==> config.mk <==
export PLATFORM = sky130hd
export DESIGN_NAME = break_eval_sequencer
export DESIGN_NICKNAME = d
export VERILOG_FILES = /design/src/rtl/break_eval_sequencer.sv
export SDC_FILE = /design/constraint.sdc
export NUM_CORES = 1
export LEC_CHECK = 0
export BUFFER_PORTS_ARGS = -buffer_cell sky130_fd_sc_hd__buf_2
export CORE_ASPECT_RATIO = 0.6
export CORE_UTILIZATION = 41
export CTS_CLUSTER_SIZE = 10
export DETAILED_ROUTE_END_ITERATION = 8
export HOLD_SLACK_MARGIN = 0.1
export PLACE_DENSITY = 0.68
export RECOVER_POWER = 50
export SYNTH_ARGS = -nofsm -noshare
export SYNTH_HDL_FRONTEND = slang
export SYNTH_SLANG_ARGS = --single-unit
==> constraint.sdc <==
create_clock -name clk -period 2.9 [get_ports clk]
set_input_delay 0.58 -clock clk [delete_from_list [all_inputs] [get_ports clk]]
set_output_delay 0.58 -clock clk [all_outputs]
set_load 0.02 [all_outputs]
==> src/rtl/break_eval_sequencer.sv <==
// rtl/break_eval_sequencer.sv - per-literal break evaluation sequencer for one broken clause
module break_eval_sequencer #(
  parameter int NSAT                     = 3,
  parameter int NSAT_BITS                = 2,
  parameter int MAX_CLAUSES_PER_VARIABLE = 20,
  parameter int VAR_BITS                 = 12,
  parameter int BVC_LATENCY              = 1,
  parameter int SEL_LATENCY              = 1
) (
  input  logic                                clk,
  input  logic                                reset,
  input  logic                                start_i,
  input  logic [NSAT*VAR_BITS-1:0]            clause_vars_i,
  output logic                                ready_o,
  output logic                                mem_rd_o,
  output logic [VAR_BITS-1:0]                 mem_addr_o,
  input  logic [MAX_CLAUSES_PER_VARIABLE-1:0] mem_broken_i,
  input  logic [MAX_CLAUSES_PER_VARIABLE-1:0] mem_mask_i,
  output logic [MAX_CLAUSES_PER_VARIABLE-1:0] clause_broken_o,
  output logic [MAX_CLAUSES_PER_VARIABLE-1:0] mask_bits_o,
  output logic [NSAT-1:0]                     break_values_valid_o,
  output logic [NSAT_BITS-1:0]                wren_o,
  input  logic [NSAT_BITS-1:0]                select_i,
  output logic                                done_o,
  output logic [VAR_BITS-1:0]                 flip_var_o,
  output logic [NSAT_BITS-1:0]                flip_slot_o
);

  localparam int MC        = MAX_CLAUSES_PER_VARIABLE;
  // Slot tag travels from fetch through memory, data register and counter latency.
  localparam int TAG_DEPTH = 2 + BVC_LATENCY;
  localparam int SEL_CW    = $clog2(SEL_LATENCY + 2);
  localparam logic [NSAT_BITS-1:0] WREN_SEL  = '1;
  localparam logic [NSAT_BITS-1:0] LAST_SLOT = NSAT_BITS'(NSAT - 1);

  typedef enum logic [1:0] {IDLE, RUN, WAIT_SEL, DONE} state_t;

  state_t                              state_q, state_d;
  logic [NSAT*VAR_BITS-1:0]            vars_q, vars_d;
  logic [TAG_DEPTH-1:0]                tag_vld_q, tag_vld_d;
  logic [TAG_DEPTH-1:0][NSAT_BITS-1:0] tag_q, tag_d;
  logic                                rd_dly_q, rd_dly_d;
  logic                                mem_rd_q, mem_rd_d;
  logic [VAR_BITS-1:0]                 mem_addr_q, mem_addr_d;
  logic [MC-1:0]                       clause_broken_q, clause_broken_d;
  logic [MC-1:0]                       mask_bits_q, mask_bits_d;
  logic [NSAT-1:0]                     bvv_q, bvv_d;
  logic [NSAT_BITS-1:0]                wren_q, wren_d;
  logic [SEL_CW-1:0]                   sel_cnt_q, sel_cnt_d;
  logic                                ready_q, ready_d;
  logic                                done_q, done_d;
  logic [VAR_BITS-1:0]                 flip_var_q, flip_var_d;
  logic [NSAT_BITS-1:0]                flip_slot_q, flip_slot_d;

  logic [NSAT-1:0]                     start_mask;
  logic                                sample_sel;

  // Variable ID held in a slot; indices past the last literal read as the empty ID.
  function automatic logic [VAR_BITS-1:0] slot_var(input logic [NSAT*VAR_BITS-1:0] vars,
                                                   input logic [NSAT_BITS-1:0] idx);
    logic [VAR_BITS-1:0] r;
    r = '0;
    for (int k = 0; k < NSAT; k++) begin
      if (idx == NSAT_BITS'(k)) r = vars[k*VAR_BITS +: VAR_BITS];
    end
    return r;
  endfunction

  // Nonzero-slot mask of the incoming clause.
  always_comb begin
    start_mask = '0;
    for (int k = 0; k < NSAT; k++) begin
      start_mask[k] = |clause_vars_i[k*VAR_BITS +: VAR_BITS];
    end
  end

  // Sequencing: state, fetch issue, selection sampling.
  always_comb begin
    state_d     = state_q;
    vars_d      = vars_q;
    bvv_d       = bvv_q;
    sel_cnt_d   = sel_cnt_q;
    flip_var_d  = flip_var_q;
    flip_slot_d = flip_slot_q;
    sample_sel  = 1'b0;
    tag_vld_d   = {tag_vld_q[TAG_DEPTH-2:0], 1'b0};
    tag_d       = {tag_q[TAG_DEPTH-2:0], NSAT_BITS'(0)};

    case (state_q)
      IDLE: begin
        if (start_i) begin
          vars_d      = clause_vars_i;
          bvv_d       = start_mask;
          flip_var_d  = '0;
          flip_slot_d = '0;
          if (start_mask == '0) begin
            state_d = DONE;
          end else begin
            state_d      = RUN;
            tag_vld_d[0] = 1'b1;
            tag_d[0]     = '0;
          end
        end
      end
      RUN: begin
        if (tag_vld_q[0] && (tag_q[0] != LAST_SLOT)) begin
          tag_vld_d[0] = 1'b1;
          tag_d[0]     = tag_q[0] + 1'b1;
        end
        // The all-ones write-enable cycle is cycle zero of the selector latency count.
        if (wren_q == WREN_SEL) begin
          if (SEL_LATENCY == 0) begin
            sample_sel = 1'b1;
            state_d    = DONE;
          end else begin
            state_d   = WAIT_SEL;
            sel_cnt_d = SEL_CW'(1);
          end
        end
      end
      WAIT_SEL: begin
        if (sel_cnt_q == SEL_CW'(SEL_LATENCY)) begin
          sample_sel = 1'b1;
          state_d    = DONE;
        end else begin
          sel_cnt_d = sel_cnt_q + 1'b1;
        end
      end
      DONE: begin
        state_d = IDLE;
        bvv_d   = '0;
      end
      default: state_d = IDLE;
    endcase

    if (sample_sel) begin
      flip_slot_d = select_i;
      flip_var_d  = slot_var(vars_q, select_i);
    end

    // Empty slots still occupy a fetch cycle but issue no read.
    mem_addr_d = tag_vld_d[0] ? slot_var(vars_d, tag_d[0]) : '0;
    mem_rd_d   = tag_vld_d[0] && (mem_addr_d != '0);
    ready_d    = (state_d == IDLE);
    done_d     = (state_d == DONE);
  end

  // Memory return capture and write-enable generation from emerging tags.
  always_comb begin
    rd_dly_d        = mem_rd_q;
    clause_broken_d = clause_broken_q;
    mask_bits_d     = mask_bits_q;
    if (tag_vld_q[1]) begin
      clause_broken_d = rd_dly_q ? mem_broken_i : '0;
      mask_bits_d     = rd_dly_q ? mem_mask_i : '0;
    end
    wren_d = '0;
    if (tag_vld_q[TAG_DEPTH-1]) begin
      if (tag_q[TAG_DEPTH-1] == LAST_SLOT) wren_d = WREN_SEL;
      else                                 wren_d = NSAT_BITS'(1) << tag_q[TAG_DEPTH-1];
    end
  end

  // State and output registers; reset flushes the tag pipeline so no wren escapes.
  always_ff @(posedge clk) begin
    if (reset) begin
      state_q         <= IDLE;
      vars_q          <= '0;
      tag_vld_q       <= '0;
      tag_q           <= '0;
      rd_dly_q        <= 1'b0;
      mem_rd_q        <= 1'b0;
      mem_addr_q      <= '0;
      clause_broken_q <= '0;
      mask_bits_q     <= '0;
      bvv_q           <= '0;
      wren_q          <= '0;
      sel_cnt_q       <= '0;
      ready_q         <= 1'b1;
      done_q          <= 1'b0;
      flip_var_q      <= '0;
      flip_slot_q     <= '0;
    end else begin
      state_q         <= state_d;
      vars_q          <= vars_d;
      tag_vld_q       <= tag_vld_d;
      tag_q           <= tag_d;
      rd_dly_q        <= rd_dly_d;
      mem_rd_q        <= mem_rd_d;
      mem_addr_q      <= mem_addr_d;
      clause_broken_q <= clause_broken_d;
      mask_bits_q     <= mask_bits_d;
      bvv_q           <= bvv_d;
      wren_q          <= wren_d;
      sel_cnt_q       <= sel_cnt_d;
      ready_q         <= ready_d;
      done_q          <= done_d;
      flip_var_q      <= flip_var_d;
      flip_slot_q     <= flip_slot_d;
    end
  end

  assign ready_o              = ready_q;
  assign mem_rd_o             = mem_rd_q;
  assign mem_addr_o           = mem_addr_q;
  assign clause_broken_o      = clause_broken_q;
  assign mask_bits_o          = mask_bits_q;
  assign break_values_valid_o = bvv_q;
  assign wren_o               = wren_q;
  assign done_o               = done_q;
  assign flip_var_o           = flip_var_q;
  assign flip_slot_o          = flip_slot_q;

endmodule

==> run summary <==
residual DRC count: 0
critical path cell sequence: inv_1 > ha_1 > nand2_8 > mux2i_1 > o22ai_1 > nor2_1 > nand4_1 > o31a_1
IO Count: 155
vias per inst: 5.185
Worst Skew: 10.73 ps
Ys Warns: 0
startpoint types: flip-flop
Max Fclk: 368.9 MHz
Comb pwr share: 0.158
Worst Hold Depth: 3
Setup violations, final: 0
diode count: 0
worst-skew pair later-pin latency: 400 ps
Peak VDD IR: 430.6 µV
pin count of the biggest net entering global routing: 77
worst endpoint required time: 3190 ps
commonest register cell after synthesis: dfxtp_1
Port Buf Inserts: 154
Final min period: 2711 ps
first-pass GRT wire length: 21.20 mm
CTS root buffer: clkbuf_16
PostCTS Resize Cnt: 0
hpwl dp: 10.24 mm
full die area: 12700 µm²
cell with the largest stage delay on the worst path: mux2i_1
mapped cell area: 5020 µm²
Clk pin slew, worst setup/hold paths: 60 ps
worst reg2reg path depth: 8
Die X: 144.9 µm
failing checks: capacitance limit, slew limit
Final WS setup: 189.0 ps
CTS sink cnt: 124
Area Growth Syn to Fin: 26.67%
Post-CTS Hold Buffers: 0
r2r endpoint: mem_rd_o
vias in the first global route: 4119
Switching Share: 0.2829
RSZ-0062 raised after global routing: no
Nets: 784
outcome: complete, but fails checks
drt first pass iters: 5
GRT Total Usage: 0.2228
CP Launch Point: state_q[0]
CP peak stage delay: 560 ps
design area: 6359 µm²
syn nets: 643
Netlist cell types: 34
Total Power: 4.826 mW
dpl ws: 158.0 ps
Slew @ Worst Pin: 1534 ps
TritonCTS Buffers: 17
core area: 11600 µm²
#FFs+latches synth: 124
Avg Inst Size Synth: 9.061 µm²
total wire length: 13.97 mm
Async S/R FF share, synth: 0
final hold violations: 0
layout cell share with drive strength beyond 1: 0.1751
htree depth: 4
Hold WS: 405.7 ps
reg2reg start: state_q[0]
Max Root-Sink Buffers: 2
Crit path max-delay family: simple AND/OR/NAND/NOR gates
R2R setup slack: 190 ps
critical setup path kind: reg2reg
Die H: 87.71 µm
ANT nets after route: 0
final core occ: 0.5482
CTS tree: built
Initial Utilization: 0.4328
sequential fraction of design power: 0.389
worst min-delay path endpoint: mask_bits_o[5]
final setup TNS: 0 ps
routability congestion estimate: 0.9801
pwr/cell area: 759.0 nW/µm²
Post-synth EDFFs: 0
Tcrit/Tclk final: 0.9348
Leak: 2.717 nW
critical path peak fanout: 37
Cells after DPL: 836
Finished Layout Cells: 868
Switch Pwr: 1.365 mW
max cap viols: 1
Vias: 4501
Slew Viols, Final: 77
Crit path buffers/inverters: 1
routed len/inst: 16.09 µm
antenna violations before repair: 0
1st-iter DRT viols: 271
register area share after synthesis: 0.4945
# rows: 30
clock power share: 0.454
Placed Area: 5841 µm²
grt ovf: 0
Max-slew headroom: -0.02234
filler instances: 1097
Worst Hold Class: in2reg
Post CTS Setup Buffer Count: 0
CP Data Arrival Time: 3000 ps
CP Capture Type: flip-flop
hold path start: mem_mask_i[5]
Synth Instances: 554
Pint: 3.461 mW
## synth_stat cells, drive strengths merged (2+ instances only)
cell type / number / area [µm²]
dfxtp: 124 / 2482
nor2: 122 / 457.9
mux2i: 50 / 554.3
a21oi: 47 / 235.2
nor2b: 47 / 294.0
clkbuf: 27 / 102.6
o22ai: 24 / 150.1
nand2: 20 / 91.34
a22oi: 17 / 127.6
o21ai: 14 / 70.07
buf: 11 / 95.08
nor4: 10 / 62.56
ha: 8 / 100.1
inv: 8 / 30.03
nand3: 5 / 25.02
nand4: 3 / 18.77
nor3: 3 / 15.01
a21o: 2 / 15.01
and2: 2 / 12.51
and3b: 2 / 17.52
nand3b: 2 / 15.01
nor3b: 2 / 15.01
## final cells by class
class	instances	area, µm²	area share
clock buffer	18	429.2	0.06749
clock inverter	14	183.9	0.02893
inverter	8	30.03	0.004723
multi-input combinational	384	2310	0.3632
sequential	124	2482	0.3904
tap	160	200.2	0.03148
timing repair buffer	160	723.2	0.1137
## state kept, by name (all words and copies together), names as in the netlist
register and count:
tag_q 2, flip_slot_o 2, tag_vld_q 3, state_q 2
tag_d 4, ready_o 1, done_o 1, mem_addr_o 12
rd_dly_q 1, mask_bits_o 20, clause_broken_o 20, vars_q 36
wren_o 2, flip_var_o 12, sel_cnt_q 2, mem_rd_o 1
break_values_valid_o 3
## cells in the final DEF, fill, tap and decap left out, drive strengths merged
| cell | instances |
|---|---|
| a31oi | 1 |
| mux2i | 50 |
| inv | 14 |
| nand3b | 2 |
| or3b | 1 |
| dfxtp | 124 |
| and2 | 2 |
| nor3b | 2 |
| nand2 | 20 |
| clkbuf | 93 |
| bufinv | 3 |
| a21oi | 47 |
| ha | 8 |
| nand3 | 5 |
| nor2 | 122 |
| nor3 | 3 |
| o31a | 1 |
| o311ai | 1 |
| nand4 | 3 |
| clkinv | 3 |
| a21o | 2 |
| a22oi | 17 |
| nor4 | 10 |
| o22ai | 24 |
| o21ai | 14 |
| nor2b | 47 |
| and3b | 2 |
| buf | 85 |
| clkinvlp | 2 |
## tightest hold or removal path, stage by stage
cell,delay (ps)
buf_2,70
a21oi_1,50
nor2_1,70
## power groups by stage
stage          combinational, mW  clock (mW)  sequential (mW)
6_report                   0.762        2.19             1.88
2_1_floorplan              0.501           0             1.93
3_5_place_dp               0.754           0             1.91
5_1_grt                    0.826        2.31             1.89
3_3_place_gp               0.750           0             1.90
4_1_cts                    0.757        2.22             1.87
## metal layers
metal | wire length (µm) | GRT usage | part of all wire
met5 | 0 | 0 | 0
met2 | 5587 | 0.3024 | 0.40
met3 | 1484 | 0.09240 | 0.11
met1 | 6833 | 0.3207 | 0.49
met4 | 65 | 0.05550 | 0.0047
## cell families after synthesis
kind of cell | share of synthesized area
mux | 0.1104
buf+inv | 0.04536
simple gates | 0.2059
flops | 0.4945
fa+ha+maj | 0.01994
compound gates | 0.1239
## worst max path at each step
stage | cells past startpoint | slack [ps] | end
2_1_floorplan | 10 | 880 | mem_rd_o
3_3_place_gp | 7 | 190 | mem_rd_o
3_5_place_dp | 7 | 160 | mem_rd_o
4_1_cts | 8 | 300 | mem_rd_o
5_1_grt | 8 | 60 | mem_rd_o
6_report | 8 | 190 | mem_rd_o
No activity file was read; power rests on OpenSTA's default activity.
